--- src/rtl/isa_pkg.sv ---
// Shared ISA definitions for the fetch/decode boundary: instruction layout, opcodes, fetch FSM states.
// Opcodes 7 (BT) and 8 (BF) branch, 15 (HALT) stops; all others pass straight through to the decoder.
package isa_pkg;

  localparam int INST_W   = 9;
  localparam int TYPE_BIT = 8;
  localparam int OP_MSB   = 7;
  localparam int OP_LSB   = 4;
  localparam int REG_MSB  = 3;
  localparam int REG_LSB  = 0;
  localparam int OPND_MSB = 7;

  localparam logic [INST_W-1:0] HALT_WORD = 9'h1F0;

  typedef enum logic [3:0] {
    OP_GET  = 4'd0,
    OP_PUT  = 4'd1,
    OP_ADD  = 4'd2,
    OP_SUB  = 4'd3,
    OP_AND  = 4'd4,
    OP_OR   = 4'd5,
    OP_XOR  = 4'd6,
    OP_BT   = 4'd7,
    OP_BF   = 4'd8,
    OP_LD   = 4'd9,
    OP_ST   = 4'd10,
    OP_SHL  = 4'd11,
    OP_SHR  = 4'd12,
    OP_NOT  = 4'd13,
    OP_CLR  = 4'd14,
    OP_HALT = 4'd15
  } opcode_e;

  typedef enum logic [1:0] {
    S_IDLE   = 2'd0,
    S_RUN    = 2'd1,
    S_HALTED = 2'd2
  } fetch_state_e;

  // Control opcodes only exist for register-type words; TypeBit=0 bits[7:4] are immediate data.
  function automatic logic is_ctrl(input logic [INST_W-1:0] word, input opcode_e op);
    return word[TYPE_BIT] && (word[OP_MSB:OP_LSB] == op);
  endfunction

endpackage

--- src/rtl/instr_fetch_if.sv ---
// Bundle between instruction fetch, instruction ROM and the control decoder.
// InstValid qualifies TypeBit/OP/Operand for the current cycle; the decoder always accepts (no ready).
interface instr_fetch_if #(
  parameter int PC_W = 10
) ();

  logic [PC_W-1:0]           InstAddr;
  logic [isa_pkg::INST_W-1:0] InstData;
  logic                      TypeBit;
  logic [3:0]                OP;
  logic [7:0]                Operand;
  logic                      InstValid;

  modport master (
    output InstAddr,
    input  InstData,
    output TypeBit,
    output OP,
    output Operand,
    output InstValid
  );

  modport slave (
    input  InstAddr,
    output InstData,
    input  TypeBit,
    input  OP,
    input  Operand,
    input  InstValid
  );

endinterface

--- src/rtl/instr_fetch_branch_lut.sv ---
// branch_lut: 16-entry branch target table, one write port and one asynchronous read port.
// Compiled only when BRANCH_LUT_EN is defined; a same-cycle write is seen by the read one cycle later.
`ifdef BRANCH_LUT_EN
module branch_lut #(
  parameter int PC_W = 10
) (
  input  logic            i_clk,
  input  logic            i_rst,
  input  logic            i_we,
  input  logic [3:0]      i_waddr,
  input  logic [PC_W-1:0] i_wdata,
  input  logic [3:0]      i_raddr,
  output logic [PC_W-1:0] o_rdata
);

  logic [PC_W-1:0] r_tbl [16];

  always_ff @(posedge i_clk or posedge i_rst) begin
    if (i_rst) begin
      for (int i = 0; i < 16; i++) begin
        r_tbl[i] <= '0;
      end
    end else if (i_we) begin
      r_tbl[i_waddr] <= i_wdata;
    end
  end

  assign o_rdata = r_tbl[i_raddr];

endmodule
`endif

--- src/rtl/instr_fetch.sv ---
// instr_fetch: PC/IR/FSM for the instruction-issue side of the decoder, one word issued per cycle.
// BRANCH_LUT_EN selects table-based branch targets; otherwise targets are PC-relative (sign-extended Reg).
module instr_fetch
  import isa_pkg::*;
#(
  parameter int PC_W = 10
) (
  input  logic                 Clk,
  input  logic                 Reset,
  input  logic                 Start,
  instr_fetch_if.master        fetch_bus,
  input  logic                 AccFlag,
  input  logic                 LutWe,
  input  logic [3:0]           LutAddr,
  input  logic [PC_W-1:0]      LutData,
  output logic                 Done,
  output fetch_state_e         o_dbg_state
);

  localparam logic [PC_W-1:0] PC_ONE = PC_W'(1);

  fetch_state_e        r_state;
  logic [PC_W-1:0]     r_pc;
  logic [INST_W-1:0]   r_ir;
  logic                r_valid;

  fetch_state_e        w_state_nxt;
  logic [PC_W-1:0]     w_pc_nxt;
  logic [INST_W-1:0]   w_ir_nxt;
  logic                w_valid_nxt;

  logic                w_issue;
  logic                w_halt;
  logic                w_taken;
  logic [PC_W-1:0]     w_target;

`ifdef BRANCH_LUT_EN
  logic [PC_W-1:0] w_lut_target;

  branch_lut #(
    .PC_W (PC_W)
  ) u_branch_lut (
    .i_clk   (Clk),
    .i_rst   (Reset),
    .i_we    (LutWe),
    .i_waddr (LutAddr),
    .i_wdata (LutData),
    .i_raddr (r_ir[REG_MSB:REG_LSB]),
    .o_rdata (w_lut_target)
  );

  assign w_target = w_lut_target;
`else
  logic [PC_W-1:0] w_rel;
  logic            w_unused_lut;

  // PC already points one past the issued word, so the branch's own address is PC-1.
  assign w_rel        = PC_W'($signed(r_ir[REG_MSB:REG_LSB]));
  assign w_target     = r_pc - PC_ONE + w_rel;
  assign w_unused_lut = ^{LutWe, LutAddr, LutData};
`endif

  // A word only counts as issued while RUN and IR holds a real instruction.
  assign w_issue = (r_state == S_RUN) && r_valid;
  assign w_halt  = w_issue && is_ctrl(r_ir, OP_HALT);
  assign w_taken = w_issue && ((is_ctrl(r_ir, OP_BT) &&  AccFlag) ||
                               (is_ctrl(r_ir, OP_BF) && !AccFlag));

  always_ff @(posedge Clk or posedge Reset) begin
    if (Reset) begin
      r_state <= S_IDLE;
      r_pc    <= '0;
      r_ir    <= HALT_WORD;
      r_valid <= 1'b0;
    end else begin
      r_state <= w_state_nxt;
      r_pc    <= w_pc_nxt;
      r_ir    <= w_ir_nxt;
      r_valid <= w_valid_nxt;
    end
  end

  always_comb begin
    w_state_nxt = r_state;
    w_pc_nxt    = r_pc;
    w_ir_nxt    = r_ir;
    w_valid_nxt = r_valid;
    unique case (r_state)
      S_IDLE, S_HALTED: begin
        if (Start) begin
          w_state_nxt = S_RUN;
          w_pc_nxt    = '0;
          w_valid_nxt = 1'b0;
        end
      end
      S_RUN: begin
        if (w_halt) begin
          w_state_nxt = S_HALTED;
          w_valid_nxt = 1'b0;
        end else if (w_taken) begin
          // Drop the word fetched behind the branch; the target is fetched next cycle.
          w_pc_nxt    = w_target;
          w_valid_nxt = 1'b0;
        end else begin
          w_ir_nxt    = fetch_bus.InstData;
          w_pc_nxt    = r_pc + PC_ONE;
          w_valid_nxt = 1'b1;
        end
      end
      default: begin
        w_state_nxt = S_IDLE;
      end
    endcase
  end

  assign fetch_bus.InstAddr  = r_pc;
  assign fetch_bus.TypeBit   = r_ir[TYPE_BIT];
  assign fetch_bus.OP        = r_ir[OP_MSB:OP_LSB];
  assign fetch_bus.Operand   = r_ir[OPND_MSB:0];
  assign fetch_bus.InstValid = r_valid;

  assign Done        = (r_state == S_HALTED);
  assign o_dbg_state = r_state;

endmodule

--- src/flat_wrapper.sv ---
// flat-port wrapper written by rule: the top's interface ports become plain ports
module instr_fetch_flat import isa_pkg::*;
#(
  parameter int PC_W = 10
)
  (Clk, Reset, Start, AccFlag, LutWe, LutAddr, LutData, Done, o_dbg_state, fetch_bus_InstAddr, fetch_bus_InstData, fetch_bus_TypeBit, fetch_bus_OP, fetch_bus_Operand, fetch_bus_InstValid);
  instr_fetch_if #(.PC_W(PC_W)) fetch_bus_i ();
  input  logic Clk;
  input  logic Reset;
  input  logic Start;
  input  logic AccFlag;
  input  logic LutWe;
  input  logic [3:0] LutAddr;
  input  logic [PC_W-1:0] LutData;
  output logic Done;
  output fetch_state_e o_dbg_state;
  output wire logic [$bits(fetch_bus_i.InstAddr)-1:0] fetch_bus_InstAddr;
  input wire logic [$bits(fetch_bus_i.InstData)-1:0] fetch_bus_InstData;
  output wire logic [$bits(fetch_bus_i.TypeBit)-1:0] fetch_bus_TypeBit;
  output wire logic [$bits(fetch_bus_i.OP)-1:0] fetch_bus_OP;
  output wire logic [$bits(fetch_bus_i.Operand)-1:0] fetch_bus_Operand;
  output wire logic [$bits(fetch_bus_i.InstValid)-1:0] fetch_bus_InstValid;
  assign fetch_bus_InstAddr = fetch_bus_i.InstAddr;
  assign fetch_bus_i.InstData = fetch_bus_InstData;
  assign fetch_bus_TypeBit = fetch_bus_i.TypeBit;
  assign fetch_bus_OP = fetch_bus_i.OP;
  assign fetch_bus_Operand = fetch_bus_i.Operand;
  assign fetch_bus_InstValid = fetch_bus_i.InstValid;
  instr_fetch #(.PC_W(PC_W)) u_core (.Clk(Clk), .Reset(Reset), .Start(Start), .fetch_bus(fetch_bus_i), .AccFlag(AccFlag), .LutWe(LutWe), .LutAddr(LutAddr), .LutData(LutData), .Done(Done), .o_dbg_state(o_dbg_state));
endmodule
--- config.mk ---
export PLATFORM = sky130hd
export DESIGN_NAME = instr_fetch_flat
export DESIGN_NICKNAME = d
export VERILOG_FILES = /design/src/rtl/isa_pkg.sv /design/src/rtl/instr_fetch_if.sv /design/src/rtl/instr_fetch_branch_lut.sv /design/src/rtl/instr_fetch.sv /design/src/flat_wrapper.sv
export SDC_FILE = /design/constraint.sdc
export NUM_CORES = 1
export LEC_CHECK = 0
export CAP_MARGIN = 20
export CORE_MARGIN = 1.5
export CORE_UTILIZATION = 45
export DETAILED_ROUTE_END_ITERATION = 6
export GPL_TIMING_DRIVEN = 1
export PLACE_DENSITY = 0.86
export SYNTH_ARGS = -nofsm -noshare
export SYNTH_HDL_FRONTEND = slang
export SYNTH_SLANG_ARGS = --single-unit
--- constraint.sdc ---
create_clock -name Clk -period 2.71 [get_ports Clk]
set_clock_uncertainty 0.15 [all_clocks]
set_input_delay 0.813 -clock Clk [delete_from_list [all_inputs] [get_ports Clk]]
set_output_delay 0.813 -clock Clk [all_outputs]
set_load 0.005 [all_outputs]
==> reports/results.tsv, run 1 <==
metric	value	unit
run status	finished clean	
placeable core area	3660	um2
Die Y	64.8	um
number of clock buffers inserted by TritonCTS	3	
Slew HR	67.4	%
sequential cell area fraction in the yosys report	32.4	%
TritonCTS Sinks	22	
detailed-route DRC error count	0	
beginning of the worst register-to-register path	u_core.fetch_bus.InstAddr[1]$_DFFE_PP0P_	
setup repair after global routing missed its margin	no	
largest vdd supply drop	0.749	mV
initial antenna violation count	0	
first-iteration detailed-routing DRC count	112	
number of setup violations in the final report	0	
Crit path required time	2720	ps
fraction of final layout cells sized beyond drive strength 1	9.88	%
Cell Rows	22	
Net Count, Synth	248	
worst setup path category	reg2reg	
vias after detailed routing	1559	
Tot Pwr	0.00338	W
worst-path maximum fanout	5	
width of the chip	64.8	um
P_int	0.00187	W
Filler Cells Inserted	328	
min cycle time layout	2460	ps
Seq pwr share	20.0	%
setup slack of the worst register-to-register path	250	ps
signed area change from the synthesized netlist to the final layout	30.1	%
Leakage	1.04	nW
worst hold-check path type	reg2reg	
accumulated negative setup slack	0	ps
Comb pwr share	70.7	%
register clock-pin slew on the reported worst setup and hold paths	80	ps
CTS tree	yes	
Final Instance Area	2240	um2
Hold Startpoint	u_core.r_ir[8]$_DFFE_PP1P_	
final global-route overflow total	0	
count of final hold-check violations	0	
All-Layer GR Usage	20.2	%
antenna diode instance count	0	
post-route fraction of the period consumed by the critical path	90.7	%
H-tree depth reported by CTS	1	
share of the synthesized area in the top cell type	24.7	%
first-pass detailed-route iteration total	4	
share of flip-flops with an asynchronous set or reset after synthesis	100	%
area leader, netlist	sky130_fd_sc_hd__dfrtp_1	
most numerous cell in the Yosys netlist	sky130_fd_sc_hd__inv_1	
Final Max Tran Viols	0	
CP Data Arrival Time	2470	ps
Max Buffers Root-to-Sink	2	
cell count after synthesis	201	
Worst Setup EP	u_core.fetch_bus.InstAddr[7]$_DFFE_PP0P_	
average cell area after synthesis	8.55	um2
Crit. End Element	flip-flop	
Area contributors post-synth	sky130_fd_sc_hd__dfrtp_1 (25%), sky130_fd_sc_hd__ha_1 (13%), sky130_fd_sc_hd__dfstp_2 (7.6%)	
Final nets	291	
maximum number of pins on one net before global-route repair	23	
number of setup buffers added after CTS	0	
vias per cell	5.36	
basic-gate share of the synthesized area counting and, or, nand and nor cells	16.9	%
number of ports placed on the die boundary	55	
highest achievable clock rate	0.407	GHz
synth unique cells	49	
multiplexer area fraction after synthesis	1.24	%
number of enable-type register cells in the synthesized netlist	0	
Commonest cells post-synth	sky130_fd_sc_hd__inv_1 (33), sky130_fd_sc_hd__nand2_1 (26), sky130_fd_sc_hd__ha_1 (18), sky130_fd_sc_hd__dfrtp_1 (17), sky130_fd_sc_hd__a21oi_1 (11)	
Critical Path Source Type	flip-flop	
CTS Hold Bufs	0	
hpwl dp	2.95	mm
destination of the worst register-to-register timing path	u_core.fetch_bus.InstAddr[7]$_DFFE_PP0P_	
Clk Latency, worst-skew pair	270	ps
cell area after technology mapping	1720	um2
total number of yosys warnings	0	
number of register bits inferred by synthesis	22	
standard cell area after detailed placement	2170	um2
clock network fraction of total power	9.2	%
number of max-capacitance violations reported	0	
root buf cell	sky130_fd_sc_hd__clkbuf_8	
Gates resized, CTS repair	0	
Register-to-Register Path Depth	10	
total routed wirelength	3.86	mm
number of buffer cells added on primary ports	39	
Power Dens Cells	1510	nW/um2
first-pass GRT wire length	6.54	mm
Min Hold Slack	336	ps
Synth Area in Compound Gates	19.4	%
Detail Route Antenna Nets	0	
top flip-flop cell by instance count after synthesis	sky130_fd_sc_hd__dfrtp_1	
Slew @ Worst Pin	489	ps
post-synthesis share of cell area spent on full adders, half adders and majority gates	14.3	%
parity-gate share of the synthesized area counting xor and xnor cells	5.09	%
Die ar.	4200	um2
GPL Wtd Cong	0.845	
initial core utilization	47.0	%
vias in the first global route	1485	
Setup crit start	u_core.fetch_bus.InstAddr[1]$_DFFE_PP0P_	
routed len/inst	13.3	um
main combinational cell family by area after synthesis	compound AO/OA/AOI/OAI gates	
Switching Share	44.6	%
net switching power	0.00151	W
## placed cells by master, fill, tap and decap left out, drive strengths merged, types with 3 or more instances in the layout
cell / n
a21o: 3
a21oi: 12
and3: 3
buf: 7
clkbuf: 3
clkdlybuf4s50: 39
dfrtp: 17
dfstp: 5
ha: 18
inv: 34
nand2: 26
nand2b: 3
nand3: 6
nand4: 3
nor2: 5
o21ai: 13
o22ai: 5
xnor2: 7
xor2: 3
## per-stage QoR
| step | worst slack [ps] | utilization [%] | instances |
|---|---|---|---|
| after detailed placement | 76.1 | 59.2 | 287 |
| final | 252 | 61.1 | 291 |
| after global placement | 87.8 | 59.2 | 287 |
| after CTS | 261 | 61.1 | 291 |
| after floorplan | 422 | - | 201 |
| after global routing | 58.2 | 61.1 | 291 |
## cell type report
class	instances	area (um2)	share of cell area [%]
clock inverters	1	30.0	1.34
clock buffers	3	41.3	1.85
inverters	34	128	5.70
well taps	48	60.1	2.68
multi-input cells	137	978	43.7
flip-flops and latches	22	557	24.9
repair buffers	46	443	19.8
## worst min-delay path by stage
stage,slack [ps],cells after the start,endpoint
floorplan,310,2,u_core.r_ir[8]$_DFFE_PP1P_
global placement,330,2,u_core.r_ir[8]$_DFFE_PP1P_
detailed placement,330,2,u_core.r_ir[8]$_DFFE_PP1P_
CTS,340,2,u_core.r_ir[8]$_DFFE_PP1P_
global route,370,2,u_core.r_ir[8]$_DFFE_PP1P_
finish,340,2,u_core.r_ir[8]$_DFFE_PP1P_
## flip-flops by register name, summed over array words and instances (netlist names)
signal,count
u_core.r_ir,9
u_core.o_dbg_state,2
u_core.fetch_bus.InstValid,1
u_core.fetch_bus.InstAddr,10
## power groups by stage
stage | sequential [W] | combinational [W] | clock (W)
floorplan | 0.000657 | 0.00167 | 0
CTS | 0.000674 | 0.00240 | 0.000318
global route | 0.000701 | 0.00269 | 0.000339
finish | 0.000677 | 0.00239 | 0.000313
detailed placement | 0.000679 | 0.00237 | 0
global placement | 0.000674 | 0.00229 | 0
## metal layers
layer / wire length [um] / global-route usage (%) / up-vias / part of all wire (%)
met5: 0 / 0 / - / 0
met4: 91 / 7.98 / 0 / 2.4
met3: 277 / 2.26 / 14 / 7.2
met2: 1810 / 33.8 / 61 / 47
met1: 1680 / 26.5 / 713 / 44
li1: - / - / 771 / -
## critical path, cell delays in order, from the launching register on
cell                      delay (ps)
sky130_fd_sc_hd__dfrtp_1         420
sky130_fd_sc_hd__inv_1            80
sky130_fd_sc_hd__ha_1            270
sky130_fd_sc_hd__inv_1            40
sky130_fd_sc_hd__ha_1            210
sky130_fd_sc_hd__fa_1            430
sky130_fd_sc_hd__a21oi_1         190
sky130_fd_sc_hd__o21ai_0         110
sky130_fd_sc_hd__a21oi_1         190
sky130_fd_sc_hd__xor2_1          160
sky130_fd_sc_hd__o21ai_0          80
## cell families after synthesis
kind of cell | Yosys count
adders and majority gates | 19
and+or+nand+nor | 59
muxes | 2
buffers and inverters | 42
DFF | 22
AOI/OAI and AO/OA | 47
xor gates and xnor gates | 10
Note: power is estimated with default switching activity, not from simulation.
==> run 2: changes to the inputs <==
--- a/config.mk
+++ b/config.mk
@@ -9,8 +9,10 @@
 export CORE_MARGIN = 1.5
 export CORE_UTILIZATION = 45
 export DETAILED_ROUTE_END_ITERATION = 6
+export GPL_ROUTABILITY_DRIVEN = 0
 export GPL_TIMING_DRIVEN = 1
 export PLACE_DENSITY = 0.86
+export SLEW_MARGIN = 20
 export SYNTH_ARGS = -nofsm -noshare
 export SYNTH_HDL_FRONTEND = slang
 export SYNTH_SLANG_ARGS = --single-unit
==> results of run 2 <==
No change in the layout: final DEF, timing and power equal those of run 1.
==> run 3: changes to the inputs <==
--- a/config.mk
+++ b/config.mk
@@ -6,12 +6,14 @@
 export NUM_CORES = 1
 export LEC_CHECK = 0
 export CAP_MARGIN = 20
+export CELL_PAD_IN_SITES_DETAIL_PLACEMENT = 0
+export CELL_PAD_IN_SITES_GLOBAL_PLACEMENT = 2
 export CORE_MARGIN = 1.5
-export CORE_UTILIZATION = 45
+export CORE_UTILIZATION = 26
+export CTS_CLUSTER_DIAMETER = 80
 export DETAILED_ROUTE_END_ITERATION = 6
-export GPL_ROUTABILITY_DRIVEN = 0
 export GPL_TIMING_DRIVEN = 1
-export PLACE_DENSITY = 0.86
+export PLACE_DENSITY = 0.87
 export SLEW_MARGIN = 20
 export SYNTH_ARGS = -nofsm -noshare
 export SYNTH_HDL_FRONTEND = slang
==> run 3 against run 2 <==
Compared with the run above: power down 2.3%; largest power group unchanged; die area grew 69%; sequential share of layout area shrank 0.32 points; register-to-register slack hardly changed; first-iteration DRC count down 46%; via count is 4.6% lower; global-route usage decreased by 8.2 points; critical path type unchanged.
==> reports/results.tsv, run 3 (same netlist as run 1, synthesis figures left out) <==
metric	value	unit
All-Layer GR Usage	12.0	%
beginning of the worst register-to-register path	u_core.fetch_bus.InstAddr[1]$_DFFE_PP0P_	
worst hold-check path type	reg2reg	
worst setup path category	reg2reg	
routed len/inst	12.7	um
commonest non-fill, non-tap cells in the layout	sky130_fd_sc_hd__clkdlybuf4s50_1 (39), sky130_fd_sc_hd__inv_1 (33), sky130_fd_sc_hd__nand2_1 (26)	
vias in the first global route	1432	
Die ar.	7110	um2
highest-utilization routing layer at the global route stage	met2	
antenna diode instance count	0	
Cell Rows	29	
number of flip-flops under the largest register name	10	
detailed-route DRC error count	0	
total area of multi-input combinational cells	982	um2
register clock-pin slew on the reported worst setup and hold paths	90	ps
vias per cell	4.66	
destination of the worst register-to-register timing path	u_core.fetch_bus.InstAddr[7]$_DFFE_PP0P_	
Slew HR	74.8	%
Leakage	1.03	nW
min cycle time layout	2470	ps
Global Route met2 Usage	18.3	%
width of the chip	84.3	um
root buf cell	sky130_fd_sc_hd__clkbuf_8	
TritonCTS Sinks	22	
first-pass detailed-route iteration total	4	
worst-case hold path end point	u_core.r_ir[8]$_DFFE_PP1P_	
total routed wirelength	4.04	mm
Post-Route Utilization	35.5	%
highest achievable clock rate	0.404	GHz
fraction of final layout cells sized beyond drive strength 1	9.92	%
count of final hold-check violations	0	
Crit. End Element	flip-flop	
post-route fraction of the period consumed by the critical path	91.2	%
Register-to-Register Path Depth	10	
Final nets	290	
global routing met3 resource utilization	2.95	%
first-iteration detailed-routing DRC count	61	
Min Hold Slack	337	ps
number of instances on the worst hold path	2	
Filler Cells Inserted	696	
met1 GRT Util	17.5	%
number of ports placed on the die boundary	55	
Slowest cell on crit path	sky130_fd_sc_hd__fa_1	
setup slack of the worst register-to-register path	240	ps
Final Max Tran Viols	0	
CTS tree	yes	
CP Data Arrival Time	2480	ps
initial antenna violation count	0	
signed area change from the synthesized netlist to the final layout	31.8	%
number of buffer cells added on primary ports	39	
leading cell type in the layout, fill and taps excluded	sky130_fd_sc_hd__clkdlybuf4s50_1	
initial core utilization	26.9	%
run status	finished clean	
first-pass GRT wire length	6.92	mm
Clk Latency, worst-skew pair	270	ps
final global-route overflow total	0	
Die Y	84.3	um
number of setup violations in the final report	0	
Max Buffers Root-to-Sink	2	
hpwl dp	3.15	mm
Setup crit start	u_core.fetch_bus.InstAddr[1]$_DFFE_PP0P_	
accumulated negative setup slack	0	ps
worst-path maximum fanout	5	
Tot Pwr	0.00331	W
setup repair after global routing missed its margin	no	
H-tree depth reported by CTS	1	
vias after detailed routing	1487	
Hold Startpoint	u_core.r_ir[8]$_DFFE_PP1P_	
Power Dens Cells	1460	nW/um2
number of clock buffers inserted by TritonCTS	3	
GPL Wtd Cong	0.778	
largest vdd supply drop	0.477	mV
Slew @ Worst Pin	375	ps
Critical Path Source Type	flip-flop	
Detail Route Antenna Nets	0	
placeable core area	6390	um2
Crit path required time	2720	ps
number of max-capacitance violations reported	0	
area of all sequential standard cells	557	um2
slowest stage delay, CP	440	ps
chain of cells forming the critical path	inv_1 > ha_1 > inv_1 > ha_1 > fa_1 > a21oi_2 > o21ai_0 > a21oi_1 > xor2_1 > o21ai_0	
maximum number of pins on one net before global-route repair	23	
run 3: cell count changes in the layout (fill, tap and decap cells not counted), sizes merged:
cell	before	now
buf	7	6
bufinv	1	0
clkbuf	3	4
run 3: per-layer routing:
layer  share of wire (%)  up-vias
met5                   0        -
met4                0.35        0
met3                 5.0        2
met2                  42       40
met1                  52      673
li1                    -      772
run 3: power breakdown:
| group | total, W | leakage [nW] | internal (W) | switching, W |
|---|---|---|---|---|
| registers | 0.000678 | 0.265 | 0.000500 | 0.000178 |
| logic | 0.00238 | 0.740 | 0.00117 | 0.00121 |
| clock network | 0.000247 | 0.0288 | 0.000130 | 0.000117 |
run 3: layout make-up:
cell class / instances / area share, %
clock buffers: 4 / 2.43
inverters: 34 / 5.63
multi-input cells: 137 / 43.3
flip-flops and latches: 22 / 24.6
well taps: 77 / 4.25
repair buffers: 45 / 19.8
run 3: what timing repair did:
item | in CTS | in global routing
buffers inserted | 0 | 0
endpoints found under the setup margin | 0 | 1
hold buffers | 0 | 0
resized for setup | 0 | 1
run 3: stage by stage:
stage / instance area [um2] / instances / setup WS [ps]
detailed placement: 2210 / 315 / 90.3
finish: 2270 / 319 / 237
CTS: 2260 / 319 / 172
global placement: 2210 / 315 / 103
floorplan: 1720 / 201 / 422
global route: 2270 / 319 / 61.1
run 3: how the worst max path moves through the flow:
stage	to	slack (ps)	depth (start not counted)
floorplan	u_core.fetch_bus.InstAddr[7]$_DFFE_PP0P_	420	10
global placement	u_core.fetch_bus.InstAddr[4]$_DFFE_PP0P_	100	6
detailed placement	u_core.fetch_bus.InstAddr[4]$_DFFE_PP0P_	90	6
CTS	u_core.fetch_bus.InstAddr[7]$_DFFE_PP0P_	170	10
global route	u_core.fetch_bus.InstAddr[7]$_DFFE_PP0P_	60	10
finish	u_core.fetch_bus.InstAddr[7]$_DFFE_PP0P_	240	10
run 3: critical path: cells and delay by family, from the launching register on:
family / cells / cell delay [ps]
compound gates: 4 / 570
xor+xnor: 1 / 170
fa+ha+maj: 3 / 920
buf+inv: 2 / 130
flops: 1 / 430
